## src/rtl/axi_cmd_arb.sv

```systemverilog
// Round-robin command arbiter feeding the axi master's write and read ports.
// Each channel: one held command, a rotating priority pointer and a credit count.
module axi_cmd_arb_ch #(
   parameter int NUM_REQ         = 4,
   parameter int ADDR_WD         = 32,
   parameter int MAX_OUTSTANDING = 4,
   parameter int ID_WD           = $clog2(NUM_REQ)
) (
   input  logic                       clk,
   input  logic                       reset,
   input  logic [NUM_REQ-1:0]         req_valid,
   output logic [NUM_REQ-1:0]         req_ready,
   input  logic [NUM_REQ*ADDR_WD-1:0] req_addr,
   input  logic [NUM_REQ*ADDR_WD-1:0] req_len,
   input  logic [NUM_REQ*2-1:0]       req_burst,
   input  logic [NUM_REQ*3-1:0]       req_size,
   output logic                       cmd_valid,
   input  logic                       cmd_ready,
   output logic [ADDR_WD-1:0]         cmd_addr,
   output logic [ADDR_WD-1:0]         cmd_len,
   output logic [1:0]                 cmd_burst,
   output logic [2:0]                 cmd_size,
   output logic [ID_WD-1:0]           cmd_id,
   input  logic                       done,
   output logic [3:0]                 outstanding
);

   typedef enum logic {IDLE, HOLD} state_t;

   state_t           state, state_nxt;
   logic [ID_WD-1:0] rr_ptr, grant, ptr_nxt;
   logic [ID_WD:0]   scan;
   logic             found, accept, hs;

   always_comb begin
      grant = '0;
      found = 1'b0;
      scan  = '0;
      for (int k = 0; k < NUM_REQ; k++) begin
         scan = {1'b0, rr_ptr} + (ID_WD+1)'(k);
         if (scan >= (ID_WD+1)'(NUM_REQ))
            scan = scan - (ID_WD+1)'(NUM_REQ);
         if (!found && req_valid[scan[ID_WD-1:0]]) begin
            grant = scan[ID_WD-1:0];
            found = 1'b1;
         end
      end
   end

   assign accept = !reset && (state == IDLE) && found &&
                   (outstanding < 4'(MAX_OUTSTANDING));
   assign hs        = (state == HOLD) && cmd_ready;
   assign cmd_valid = (state == HOLD);
   assign ptr_nxt   = (cmd_id == ID_WD'(NUM_REQ-1)) ? '0 : cmd_id + 1'b1;

   always_comb begin
      req_ready = '0;
      if (accept)
         req_ready[grant] = 1'b1;
   end

   always_comb begin
      state_nxt = state;
      unique case (state)
         IDLE: if (accept) state_nxt = HOLD;
         HOLD: if (hs)     state_nxt = IDLE;
         default:          state_nxt = IDLE;
      endcase
   end

   always_ff @(posedge clk) begin
      if (reset) state <= IDLE;
      else       state <= state_nxt;
   end

   always_ff @(posedge clk) begin
      if (reset) begin
         rr_ptr      <= '0;
         outstanding <= '0;
         cmd_addr    <= '0;
         cmd_len     <= '0;
         cmd_burst   <= '0;
         cmd_size    <= '0;
         cmd_id      <= '0;
      end else begin
         if (accept) begin
            cmd_addr  <= req_addr[int'(grant)*ADDR_WD +: ADDR_WD];
            cmd_len   <= req_len[int'(grant)*ADDR_WD +: ADDR_WD];
            cmd_burst <= req_burst[int'(grant)*2 +: 2];
            cmd_size  <= req_size[int'(grant)*3 +: 3];
            cmd_id    <= grant;
         end
         if (hs)
            rr_ptr <= ptr_nxt;
         // a done with no credit in use is a stray pulse and is dropped
         case ({hs, done})
            2'b10:   outstanding <= outstanding + 4'd1;
            2'b01:   if (outstanding != 4'd0) outstanding <= outstanding - 4'd1;
            default: outstanding <= outstanding;
         endcase
      end
   end

endmodule

module axi_cmd_arb #(
   parameter int NUM_REQ         = 4,
   parameter int ADDR_WD         = 32,
   parameter int MAX_OUTSTANDING = 4,
   parameter int ID_WD           = $clog2(NUM_REQ)
) (
   input  logic                       clk,
   input  logic                       reset,
   input  logic [NUM_REQ-1:0]         req_w_cmd_valid,
   output logic [NUM_REQ-1:0]         req_w_cmd_ready,
   input  logic [NUM_REQ*ADDR_WD-1:0] req_w_cmd_addr,
   input  logic [NUM_REQ*ADDR_WD-1:0] req_w_cmd_len,
   input  logic [NUM_REQ*2-1:0]       req_w_cmd_burst,
   input  logic [NUM_REQ*3-1:0]       req_w_cmd_size,
   input  logic [NUM_REQ-1:0]         req_r_cmd_valid,
   output logic [NUM_REQ-1:0]         req_r_cmd_ready,
   input  logic [NUM_REQ*ADDR_WD-1:0] req_r_cmd_addr,
   input  logic [NUM_REQ*ADDR_WD-1:0] req_r_cmd_len,
   input  logic [NUM_REQ*2-1:0]       req_r_cmd_burst,
   input  logic [NUM_REQ*3-1:0]       req_r_cmd_size,
   output logic                       w_cmd_valid,
   input  logic                       w_cmd_ready,
   output logic [ADDR_WD-1:0]         w_cmd_addr,
   output logic [ADDR_WD-1:0]         w_cmd_len,
   output logic [1:0]                 w_cmd_burst,
   output logic [2:0]                 w_cmd_size,
   output logic [ID_WD-1:0]           w_cmd_id,
   input  logic                       w_done,
   output logic [3:0]                 w_outstanding,
   output logic                       r_cmd_valid,
   input  logic                       r_cmd_ready,
   output logic [ADDR_WD-1:0]         r_cmd_addr,
   output logic [ADDR_WD-1:0]         r_cmd_len,
   output logic [1:0]                 r_cmd_burst,
   output logic [2:0]                 r_cmd_size,
   output logic [ID_WD-1:0]           r_cmd_id,
   input  logic                       r_done,
   output logic [3:0]                 r_outstanding
);

   axi_cmd_arb_ch #(
      .NUM_REQ(NUM_REQ), .ADDR_WD(ADDR_WD),
      .MAX_OUTSTANDING(MAX_OUTSTANDING), .ID_WD(ID_WD)
   ) u_w (
      .clk(clk), .reset(reset),
      .req_valid(req_w_cmd_valid), .req_ready(req_w_cmd_ready),
      .req_addr(req_w_cmd_addr), .req_len(req_w_cmd_len),
      .req_burst(req_w_cmd_burst), .req_size(req_w_cmd_size),
      .cmd_valid(w_cmd_valid), .cmd_ready(w_cmd_ready),
      .cmd_addr(w_cmd_addr), .cmd_len(w_cmd_len),
      .cmd_burst(w_cmd_burst), .cmd_size(w_cmd_size),
      .cmd_id(w_cmd_id), .done(w_done), .outstanding(w_outstanding)
   );

   axi_cmd_arb_ch #(
      .NUM_REQ(NUM_REQ), .ADDR_WD(ADDR_WD),
      .MAX_OUTSTANDING(MAX_OUTSTANDING), .ID_WD(ID_WD)
   ) u_r (
      .clk(clk), .reset(reset),
      .req_valid(req_r_cmd_valid), .req_ready(req_r_cmd_ready),
      .req_addr(req_r_cmd_addr), .req_len(req_r_cmd_len),
      .req_burst(req_r_cmd_burst), .req_size(req_r_cmd_size),
      .cmd_valid(r_cmd_valid), .cmd_ready(r_cmd_ready),
      .cmd_addr(r_cmd_addr), .cmd_len(r_cmd_len),
      .cmd_burst(r_cmd_burst), .cmd_size(r_cmd_size),
      .cmd_id(r_cmd_id), .done(r_done), .outstanding(r_outstanding)
   );

endmodule

```

## config.mk

```make
export PLATFORM = sky130hd
export DESIGN_NAME = axi_cmd_arb
export DESIGN_NICKNAME = d
export VERILOG_FILES = /design/src/rtl/axi_cmd_arb.sv
export SDC_FILE = /design/constraint.sdc
export NUM_CORES = 1
export LEC_CHECK = 0
export ABC_AREA = 1
export ABC_CLOCK_PERIOD_IN_PS = 2350
export CAP_MARGIN = 5
export CORE_AREA = 2 2 282 284
export CTS_CLUSTER_SIZE = 16
export DETAILED_ROUTE_END_ITERATION = 8
export DIE_AREA = 0 0 284 286
export HOLD_SLACK_MARGIN = 0.06
export PLACE_DENSITY = 0.41
export SYNTH_ARGS = -nofsm -noshare
export SYNTH_HDL_FRONTEND = slang
export SYNTH_SLANG_ARGS = --single-unit
```

## constraint.sdc

```tcl
create_clock -name clk -period 2.35 [get_ports clk]
set_input_delay 0.47 -clock clk [delete_from_list [all_inputs] [get_ports clk]]
set_output_delay 0.47 -clock clk [all_outputs]
set_load 0.03 [all_outputs]
```

Word level (Yosys, flattened, before mapping)
Cells that the tools add are included.
{"block": "word_totals", "output_inout_bits": 160, "reg_bits": 156, "in_bits": 566, "elab_cells": 165}
{"block": "op_classes", "order_cmp": 22, "bitwise": 2, "multipliers": 2, "n_eq_ne": 8, "mux": 58, "n_reduce_logical": 29, "shifts": 8, "n_addsub": 20}
{"operator": "$shiftx 128x8->32", "count": 4}
{"operator": "$shiftx 12x32->3", "count": 2}
{"operator": "$mux 2", "count": 18}
{"operator": "$lt 2x3->1 const B", "count": 10}
{"operator": "$mux 1", "count": 22}
{"operator": "$ge 3x3->1 const B", "count": 6}
{"operator": "$bmux 1 s2", "count": 8}
{"operator": "$logic_and 1x1->1", "count": 16}
{"operator": "$mux 4", "count": 4}
{"operator": "$pmux 4 s2", "count": 2}
{"operator": "$shiftx 8x4->2", "count": 2}
{"operator": "$sub 2x1->2 const B", "count": 8}
{"operator": "$add 2x2->3 const B", "count": 4}
{"operator": "$add 4x1->4 const B", "count": 2}
{"operator": "$eq 2x2->1 const B", "count": 4}
{"operator": "$lt 4x3->1 const B", "count": 2}
{"operator": "$mul 2x2->4 const B", "count": 2}
{"operator": "$reduce_bool 4->1", "count": 2}
{"operator": "$sub 4x1->4 const B", "count": 2}
{"operator": "$logic_not 1->1", "count": 7}
{"operator": "$add 2x1->3 const B", "count": 2}
{"operator": "$ge 2x3->1 const B", "count": 2}
{"operator": "$add 2x1->2 const B", "count": 2}
{"operator": "$demux 1 s2", "count": 2}
{"operator": "7 further kinds", "count": 14}

Depth between registers and ports, before layout
Gate-level depths: netlist of the first run.
{"block": "depth", "ltp_word": 19, "ltp_mapped": 17, "depth_no_buf": 15}

Hierarchy
A second synthesis of the first run with hierarchy kept.
{"block": "unflattened", "hier_cells": 2168, "hier_area_um2": 12141.6}
{"module": "axi_cmd_arb_ch at u_w", "area_each_um2": 6670.1, "cells_per_inst": 1210, "instances": 1, "seq_area_each_um2": 1561.5}
{"module": "axi_cmd_arb_ch at u_r", "area_each_um2": 5471.5, "cells_per_inst": 958, "instances": 1, "seq_area_each_um2": 1561.5}

Worst setup path before layout of the first run
OpenSTA, ideal clock, no wires.
{"block": "synth_path", "path_type": "input -> output", "from": "input port req_w_cmd_valid[1]", "to": "output port req_w_cmd_ready[0]", "path_stages": 11, "t_required_ns": 1.880, "arrival_time_ns": 2.131, "path_slack_ns": -0.251, "n_path_buf": 1, "path_cell_list": "inv_1 nand2_1 nand3_1 nand2_1 nor2_2 nand3_1 nand2_1 nor2_2 inv_2 buf_2 nor3_1"}
{"block": "synth_between", "elab_chain_cells": 17, "elab_cells_between_ends": 30, "cone_classes": "order compare: 2; mux: 19; reduce/logical: 9"}
{"item": "from (decl)", "line": "114", "source": "input logic [NUM_REQ-1:0] req_w_cmd_valid,"}
{"item": "$bmux 1 s2", "line": "43", "source": "if (!found && req_valid[scan[ID_WD-1:0]]) begin"}
{"item": "$mux 1 (implied by the code)", "line": "43"}
{"item": "$mux 1", "line": "43"}
{"item": "$logic_not 1->1", "line": "43"}
{"item": "$logic_and 1x1->1", "line": "43"}
{"item": "$mux 1", "line": "43"}
{"item": "$logic_not 1->1", "line": "43"}
{"item": "$logic_and 1x1->1", "line": "43"}
{"item": "$mux 1", "line": "43"}
{"item": "$logic_not 1->1", "line": "43"}
{"item": "$logic_and 1x1->1", "line": "43"}
{"item": "$mux 2", "line": "43"}
{"item": "$lt 2x3->1 (implied by the code) or $ge 2x1->1 (tied branches)", "line": "59", "source": "req_ready[grant] = 1'b1;"}
{"item": "$logic_and 1x1->1 (implied by the code)", "line": "59"}
{"item": "$mux 1 (implied by the code)", "line": "59"}
{"item": "$demux 1 s2"}
{"item": "$mux 4 *", "line": "58", "source": "if (accept)"}
{"item": "to (decl)", "line": "115", "source": "output logic [NUM_REQ-1:0] req_w_cmd_ready,"}
Every way passes the cells marked *; elsewhere a longest branch is shown, timed or not. The select of a mux whose other input is x is not followed.

Worst setup path in the final report of the first run
{"block": "layout_path", "from": "register u_w.rr_ptr[0]", "to": "output port req_w_cmd_ready[1]"}
{"block": "layout_between", "elab_chain_cells": 19, "elab_cells_between_ends": 45, "cone_classes": "add/sub: 7; order compare: 6; mux: 23; reduce/logical: 9"}
{"item": "from (decl)", "line": "31", "source": "logic [ID_WD-1:0] rr_ptr, grant, ptr_nxt;"}
{"item": "from (signal assigned)", "line": "94", "source": "rr_ptr <= ptr_nxt;"}
{"item": "branches (longest 18 deep; another with $add 2x1->3)"}
{"item": "$mux 4 *", "line": "58"}
Every way passes the cells marked *. The select of a mux whose other input is x is not followed.

==> flow_summary.ini, run 1 <==
[sta]
fin_crit_sh = 1.12
worst_pin_slew_ns = 0.591
slew_violations = 0
fin_hold_ws_ns = 0.472
setup_viol_count_final = 8
max_clock_freq_ghz = 0.380
skew_ns = 0.0186
hold_violations = 0
fin_crit_ns = 2.63
relSlewSlack = 0.605
postLayoutSetupSlackWorst_ns = -0.279
grt_setup_unrepaired = true

[clock_tree]
cts_buffers = 17
h-tree-depth = 4
clock-sinks = 156
postCtsHoldBufs = 0
clk_latency_ns = 0.48
cts_tree = built
cts_max_path_buffers = 2
cts.root.buffer_cell = clkbuf_16
clk_pin_slew_ns = 0.07

[worst_hold_path]
hold_class = flop to flop
holdPathEnd = u_w.cmd_len[14]$_SDFFE_PP0P_
min_from = u_w.cmd_len[14]$_SDFFE_PP0P_
whs_path_depth = 2

[synthesis]
yosysSeqAreaShare = 0.275
synth.avg_cell_area_sq_um = 5.66
ys_types = 33
synth_ff_type = dfxtp_1
yosys.area.top_type = nand3_1
syn_area_sq_um = 11300
synth_top_area_frac = 0.310
synth_edf_count = 0
syn_nets = 2574
synthCells = 2004
yosys_warnings = 0
ys_top_cells_by_area = nand3_1, dfxtp_1, nand2_1
synth_commonest_cells = nand2_1, nand3_1, dfxtp_1, inv_1, buf_2
ys_ff_latch = 156
synthMostInstantiatedCell = nand2_1
synthArstFlopShare = 0

[detailed_routing]
dr.max_layer_used = met5
wl_met2_microns = 38700
ant_nets = 0
wl_met3_microns = 5290
drt-initial-drc-count = 653
wl_per_cell_microns = 19.2
first_pass_iters = 5
via_per_inst = 4.30
drc = 0
wl_met1_microns = 27400
routed_wl_microns = 73600
routed-via-count = 16500

[setup_path]
crit_path_start_kind = flop
worst-r2r-cell-count = 16
path_max_fanout = 8
crit_path_end_kind = output pin
cp.arrival_ns = 2.16
rr_startpoint = u_w.rr_ptr[0]$_SDFFE_PP0P_
reg2reg_to = u_w.cmd_addr[25]$_SDFFE_PP0P_
reg2reg_slack_ns = 0.06
cp.required_ns = 1.88
crit_type = flop to output pin

[placed_design]
post-dp-hpwl_microns = 57700
post-place-ws_ns = -0.397
port_buffers = 725
place.gp.congestion = 0.944

[grt]
grt_util_all_layers = 0.172
grt_pass1_wl_microns = 106000
gr-total-overflow = 0
grt_max_degree = 77
grt_pass1_vias = 16700
antenna_found_initial = 15

[die]
fp-row-count = 103
die_w_microns = 284
initial_core_util = 0.145
io_pins = 726
die_area_sq_um = 81200
core_area_sq_um = 78400
die_h_microns = 286

[power_and_ir_drop]
power_mw = 25.8
p_leak_nw = 10.2
power_density_nw_per_um2 = 1170
peakVddDrop_mv = 0.493

[outcome]
violations = negative setup slack
outcome = finished with violations

[layout]
fillers = 8735
nets = 3336
seqCellArea_sq_um = 3140
multi_input_area_sq_um = 7410
drive_gt1_frac = 0.117
area_growth_syn_to_layout_pct = 94.8
postLayoutCoreUtil = 0.282

[job]
max_cap_viol_count = 0
[through the flow]
| stage | cell area [sq um] | setup TNS, ns | instances |
|---|---|---|---|
| floorplan | 11400 | -0.101 | 2004 |
| global placement | 20800 | -38.37 | 3771 |
| detailed placement | 20800 | -41.94 | 3771 |
| CTS | 21600 | -2.13 | 3816 |
| global route | 22100 | -3.19 | 3832 |
| finish | 22100 | -1.97 | 3833 |
[critical path: stages, from the launching register on]
cell and delay (ns):
dfxtp_4 0.36, inv_4 0.11, nand2_1 0.11, nand2_2 0.13
nand2_4 0.07, nand2_4 0.07, nor2_4 0.05, nand3b_1 0.09
nand4_1 0.21, inv_2 0.17, nand2_2 0.07, nor2_1 0.09
buf_4 0.16
[repair_timing]
action,4_1_cts,5_1_grt
gates resized for setup,62,73
endpoints found under the setup margin,24,45
gates cloned,0,4
pin swaps,25,29
buffers inserted,13,10
hold endpoints to repair,0,0
[where the power goes]
group / switching, mW / internal, mW / leakage (nW)
registers: 0.644 / 3.60 / 1.29
clock network: 1.43 / 1.53 / 0.285
logic: 11.0 / 7.65 / 8.59
total: 13.0 / 12.8 / 10.2
[routing by layer]
metal	vias to the layer above	GRT usage
met4	12	0.0611
met3	104	0.0473
li1	8099	-
met5	-	0
met1	7636	0.182
met2	646	0.325
[cell usage in the layout, fill, tap and decap left out, types with 3 or more instances in the layout]
cell             instances
clkbuf_16               21
clkdlybuf4s50_1        710
nand2_2                 28
dlymetal6s2s_1           3
o21ai_0                 12
buf_8                    3
nand3_1                693
nand3_2                  8
inv_2                    6
o31ai_1                  4
inv_8                    4
nand2_1                740
dfxtp_1                152
xor2_1                   4
dfxtp_4                  3
nand2_4                 19
nor2_2                   3
inv_1                   95
nand3_4                  3
inv_6                    9
nand4_1                  4
diode_2                  4
buf_12                  33
nor2_4                   7
buf_6                   14
inv_4                    3
buf_4                  139
ha_1                     4
a21oi_1                 16
nor2_1                   7
[worst max path at each step]
stage / start / endpoint / slack [ns] / cells past startpoint
2_1_floorplan: req_w_cmd_valid[1] / req_w_cmd_ready[1] / -0.05 / 12
3_3_place_gp: req_w_cmd_valid[1] / u_w.cmd_len[0]$_SDFFE_PP0P_ / -0.39 / 12
3_5_place_dp: req_w_cmd_valid[1] / u_w.cmd_len[0]$_SDFFE_PP0P_ / -0.40 / 13
4_1_cts: u_r.rr_ptr[0]$_SDFFE_PP0P_ / req_r_cmd_ready[1] / -0.31 / 12
5_1_grt: u_w.rr_ptr[0]$_SDFFE_PP0P_ / req_w_cmd_ready[1] / -0.44 / 12
6_report: u_w.rr_ptr[0]$_SDFFE_PP0P_ / req_w_cmd_ready[1] / -0.28 / 12
[registers in the layout, summed over array words and instances, names as in the netlist]
signal / flops
u_r.cmd_burst: 2
u_r.cmd_valid: 1
u_w.outstanding: 4
u_r.cmd_len: 32
u_r.cmd_id: 2
u_w.cmd_addr: 32
u_r.outstanding: 4
u_r.cmd_addr: 32
u_w.cmd_valid: 1
u_w.cmd_len: 32
u_r.rr_ptr: 2
u_w.cmd_id: 2
u_w.cmd_size: 3
u_r.cmd_size: 3
u_w.rr_ptr: 2
u_w.cmd_burst: 2
[kinds of logic (layout without fill, tap and decap cells)]
group / Yosys count / in the layout / synth area share
AND/OR/NAND/NOR: 1524 / 1524 / 0.589
buffers and inverters: 274 / 1049 / 0.108
flip-flops: 156 / 156 / 0.275
AO/OA/AOI/OAI: 42 / 42 / 0.0206
adder cells (fa/ha/maj): 4 / 4 / 0.00441
XOR/XNOR: 4 / 4 / 0.00309
other: 0 / 4 / 0
[final cells by class]
cell class                      instances  share of cell area
Clock inverter                         14             0.00657
Inverter                              107              0.0193
Sequential cell                       156               0.142
Antenna cell                            4            0.000453
Timing Repair Buffer                  910               0.417
Clock buffer                           18              0.0199
Multi-Input combinational cell       1574               0.335
Tap cell                             1050              0.0594
(Power assumes the default switching activity.)
==> run 2, diff against run 1 <==
SKIP_CTS_REPAIR_TIMING = 1   (was unset)
==> flow_summary.ini, run 2 (synthesis results as in run 1) <==
[setup_path]
crit_chain = clkdlybuf4s50_1 -> inv_1 -> nand2_1 -> nand2_2 -> nand2_4 -> nand2_4 -> buf_6 -> nand4_4 -> nand2_4 -> inv_2 -> buf_6 -> nor3_4 -> buf_6
crit_path_start_kind = input pin
cp.required_ns = 1.88
crit_slowest_cell = clkdlybuf4s50_1
path_max_fanout = 5
slowest_delay_ns = 0.41
crit_path_end_kind = output pin
crit_type = input pin to output pin
cp.arrival_ns = 2.15

[sta]
fin_crit_ns = 2.62
worst_pin_slew_ns = 0.590
grt_setup_unrepaired = true
max_clock_freq_ghz = 0.382
hold_violations = 0
skew_ns = 0.0188
slew_violations = 0
relSlewSlack = 0.605
postLayoutSetupSlackWorst_ns = -0.269
fin_crit_sh = 1.11
fin_hold_ws_ns = 0.472
setup_viol_count_final = 8

[job]
max_cap_viol_count = 0

[die]
io_pins = 726
fp-row-count = 103
initial_core_util = 0.145
die_w_microns = 284
die_area_sq_um = 81200
die_h_microns = 286
core_area_sq_um = 78400

[clock_tree]
clock-sinks = 156
cts_buffers = 17
cts.root.buffer_cell = clkbuf_16
clk_pin_slew_ns = 0.06
cts_tree = built
clk_latency_ns = 0.48
cts_max_path_buffers = 2
h-tree-depth = 4

[grt]
grt_pass1_vias = 16500
grt_pass1_wl_microns = 105000
antenna_found_initial = 15
grt_util_all_layers = 0.171
grt_max_degree = 77
gr-total-overflow = 0

[layout]
postLayoutCoreUtil = 0.278
final_cell_mix = nand2_1, clkdlybuf4s50_1, nand3_1
nets = 3324
layout.cells.most_common = nand2_1
drive_gt1_frac = 0.110
area_growth_syn_to_layout_pct = 92.0

[detailed_routing]
routed-via-count = 16300
drc = 0
ant_nets = 0
dr.max_layer_used = met5
first_pass_iters = 5
wl_met2_microns = 37700
via_per_inst = 4.28
wl_met1_microns = 26900
wl_per_cell_microns = 18.8
wl_met3_microns = 5200
routed_wl_microns = 71900
drt-initial-drc-count = 638

[placed_design]
post-dp-hpwl_microns = 57700
place.gp.congestion = 0.944
port_buffers = 725

[power_and_ir_drop]
p_leak_nw = 10.0
power_density_nw_per_um2 = 1150
peakVddDrop_mv = 0.474

[outcome]
violations = negative setup slack
outcome = finished with violations

[worst_hold_path]
hold_class = flop to flop
run 2: changes by cell type in the layout (fill, tap and decap cells not counted), moves of 3 or more:
cell,previous run,this run
nand3_1,693,698
nand2_4,19,16
clkbuf_16,21,17
inv_4,3,6
nand3_4,3,0
buf_6,14,11
nand2_1,740,745
run 2: final cells by class:
cell class / instances / area (sq um)
Timing Repair Buffer: 898 / 9020
Tap cell: 1050 / 1310
Inverter: 107 / 422
Multi-Input combinational cell: 1574 / 7310
Sequential cell: 156 / 3140
Clock inverter: 14 / 145
Antenna cell: 4 / 10.0
Fill cell: 8783 / 56600
Clock buffer: 18 / 439
run 2: worst max-delay path, delay by kind of cell:
kind,cells,cell delay (ns)
buf+inv,6,0.92
simple gates,7,0.75
run 2: per-stage QoR:
stage | power (mW) | instances | instance area (sq um) | setup TNS (ns) | setup slack, ns
3_3_place_gp | 21.8 | 3771 | 20800 | -38.37 | -0.394
2_1_floorplan | 13.8 | 2004 | 11400 | -0.101 | -0.0506
4_1_cts | 25.0 | 3803 | 21400 | -4.36 | -0.591
5_1_grt | 27.1 | 3820 | 21800 | -3.21 | -0.419
6_report | 25.1 | 3821 | 21800 | -1.94 | -0.269
3_5_place_dp | 21.9 | 3771 | 20800 | -41.94 | -0.397
run 2: power by group:
| group | internal (mW) | switching (mW) |
|---|---|---|
| registers | 3.60 | 0.640 |
| logic | 7.28 | 10.6 |
| clock network | 1.53 | 1.43 |
run 2: final timing paths:
| check | slack, ns | endpoint | startpoint | cells past startpoint |
|---|---|---|---|---|
| hold reg to reg | 0.47 | u_w.cmd_len[20]$_SDFFE_PP0P_ | u_w.cmd_len[20]$_SDFFE_PP0P_ | 2 |
| setup reg to reg | 0.10 | u_w.cmd_addr[26]$_SDFFE_PP0P_ | u_w.rr_ptr[0]$_SDFFE_PP0P_ | 14 |
| hold / removal | 0.47 | u_w.cmd_len[20]$_SDFFE_PP0P_ | u_w.cmd_len[20]$_SDFFE_PP0P_ | 2 |
| setup / recovery | -0.27 | req_r_cmd_ready[1] | req_r_cmd_valid[0] | 13 |
run 2: per-layer routing:
layer / track usage / up-vias
met5: 0 / -
met4: 0.0601 / 12
met3: 0.0472 / 92
met2: 0.322 / 644
met1: 0.182 / 7523
li1: - / 8064
==> run 3, diff against run 2 <==
SLEW_MARGIN = 10   (was unset)
==> results of run 3 <==
Same layout as run 2: the final DEF is identical, and so are final timing and power.
==> RTL change, RTL diff (settings of run 3) <==
`ADDR_WD` is set to 32 in 2 places; all go to 36.
--- a/src/rtl/axi_cmd_arb.sv
+++ b/src/rtl/axi_cmd_arb.sv
@@ -4,3 +4,3 @@
    parameter int NUM_REQ         = 4,
-   parameter int ADDR_WD         = 32,
+   parameter int ADDR_WD         = 36,
    parameter int MAX_OUTSTANDING = 4,
@@ -107,3 +107,3 @@
    parameter int NUM_REQ         = 4,
-   parameter int ADDR_WD         = 32,
+   parameter int ADDR_WD         = 36,
    parameter int MAX_OUTSTANDING = 4,
Ports: changed (8 resized); port bits go from 726 to 806. The function was not compared with the original's and may differ.
==> RTL change against run 3 <==
Worst setup slack worse by 0.081 ns. Critical path type unchanged. Final cell count rose by 6.9%. Highest routed layer unchanged. Wire length rose by 25%. Largest cell class unchanged. Clock skew decreased by 0.0024 ns. Largest power group unchanged. Power rose by 20%. Register-to-register slack got worse by 0.20 ns. Synthesized area rose by 7.5%. Die area unchanged. Sequential cell count rose by 16. The flow still finishes with violations (setup timing). Cell area increased by 12%.
==> RTL change: results (changes against run 3) <==
- Sequential-to-total area share from yosys stat: 28.2% (was 27.5%)
- Vias in the first global route: 17.5k (was 16.5k)
- Clock transition at the registers of the reported paths: 0.08 ns (was 0.06 ns)
- Routed Wire Length: 90.0 mm (was 71.9 mm)
- Post-placement cell count: 4011 (was 3771)
- Maximum number of pins on one net before global-route repair: 76 (was 77)
- Worst Slack Setup Final: -0.350 ns (was -0.269 ns)
- Arrival time at the worst endpoint: 2.23 ns (was 2.15 ns)
- Result of the run: finished, violations left (unchanged)
- Number of antenna violations at the first check in global routing: 33 (was 15)
- Transition time of the tightest slew-check pin: 0.589 ns (was 0.590 ns)
- Half-perimeter wire length after placement: 71.0 mm (was 57.7 mm)
- Static leakage power: 11.0 nW (was 10.0 nW)
- R2R Path End: u_r.cmd_addr[20] (was u_w.cmd_addr[26])
- Synth area leaders: dfxtp_1, nand3_1, nand2_1, inv_1, a21oi_1 (was nand3_1, dfxtp_1, nand2_1, buf_2, inv_1)
- Global routing usage summed across all routing layers: 20.6% (was 17.1%)
- First element of the critical path: req_w_cmd_valid[1] (was req_r_cmd_valid[0])
- First DRT Iteration DRCs: 791 (was 638)
- Length in cells of the worst reg-to-reg path: 16 (was 14)
- Post-DP Area: 22500 um2 (was 20800 um2)
- Reg-to-reg slack, setup: -0.10 ns (was 0.10 ns)
- Failing checks: setup timing (unchanged)
- Final setup violation count: 67 (was 8)
- Worst Hold Margin: 0.470 ns (was 0.472 ns)
- Last element of the critical path: req_w_cmd_ready[3] (was req_r_cmd_ready[1])
==> RTL change: worst min-delay path: cells and delay by family (launching register included) <==
family / cells / cell delay (ns)
DFF: 1 / 0.32
and+or+nand+nor: 2 / 0.11
==> RTL change: metal layers <==
layer	up-vias	track usage, %	wire length (um)
met5	-	0	161
met4	24	5.86	1990
met3	107	7.27	7330
met2	679	38.5	47500
met1	8398	21.7	33000
li1	8689	-	-
==> RTL change: power breakdown <==
part           total [mW]  internal [mW]  switching (mW)
clock network        3.26           1.70            1.56
logic                22.0           8.96            13.0
registers            4.96           4.17           0.791
total                30.2           14.8            15.4
==> RTL change: area by class of cell <==
| class | count | area (um2) |
|---|---|---|
| fill | 8623 | 54000 |
| timing repair buffer | 980 | 10200 |
| multi-input combinational | 1650 | 7930 |
| sequential | 172 | 3460 |
| tap | 1050 | 1310 |
| inverter | 190 | 732 |
| clock buffer | 18 | 429 |
| clock inverter | 13 | 178 |
| antenna | 13 | 32.5 |
==> RTL change: through the flow <==
stage               total power, mW  util, %  setup TNS (ns)
floorplan                      15.5        -          -0.232
global placement               25.4     28.7          -74.17
detailed placement             25.4     28.7          -68.52
CTS                            28.8     29.5          -12.72
global route                   32.3     31.0          -10.78
finish                         30.2     31.0           -6.58
==> RTL change: kinds of logic after synthesis <==
logic type      Yosys count  synth area share, %
xor+xnor                  5                0.421
simple gates           1517                 53.5
compound gates          124                 5.28
fa+ha+maj                 4                0.410
buf+inv                 360                 12.2
flops                   172                 28.2
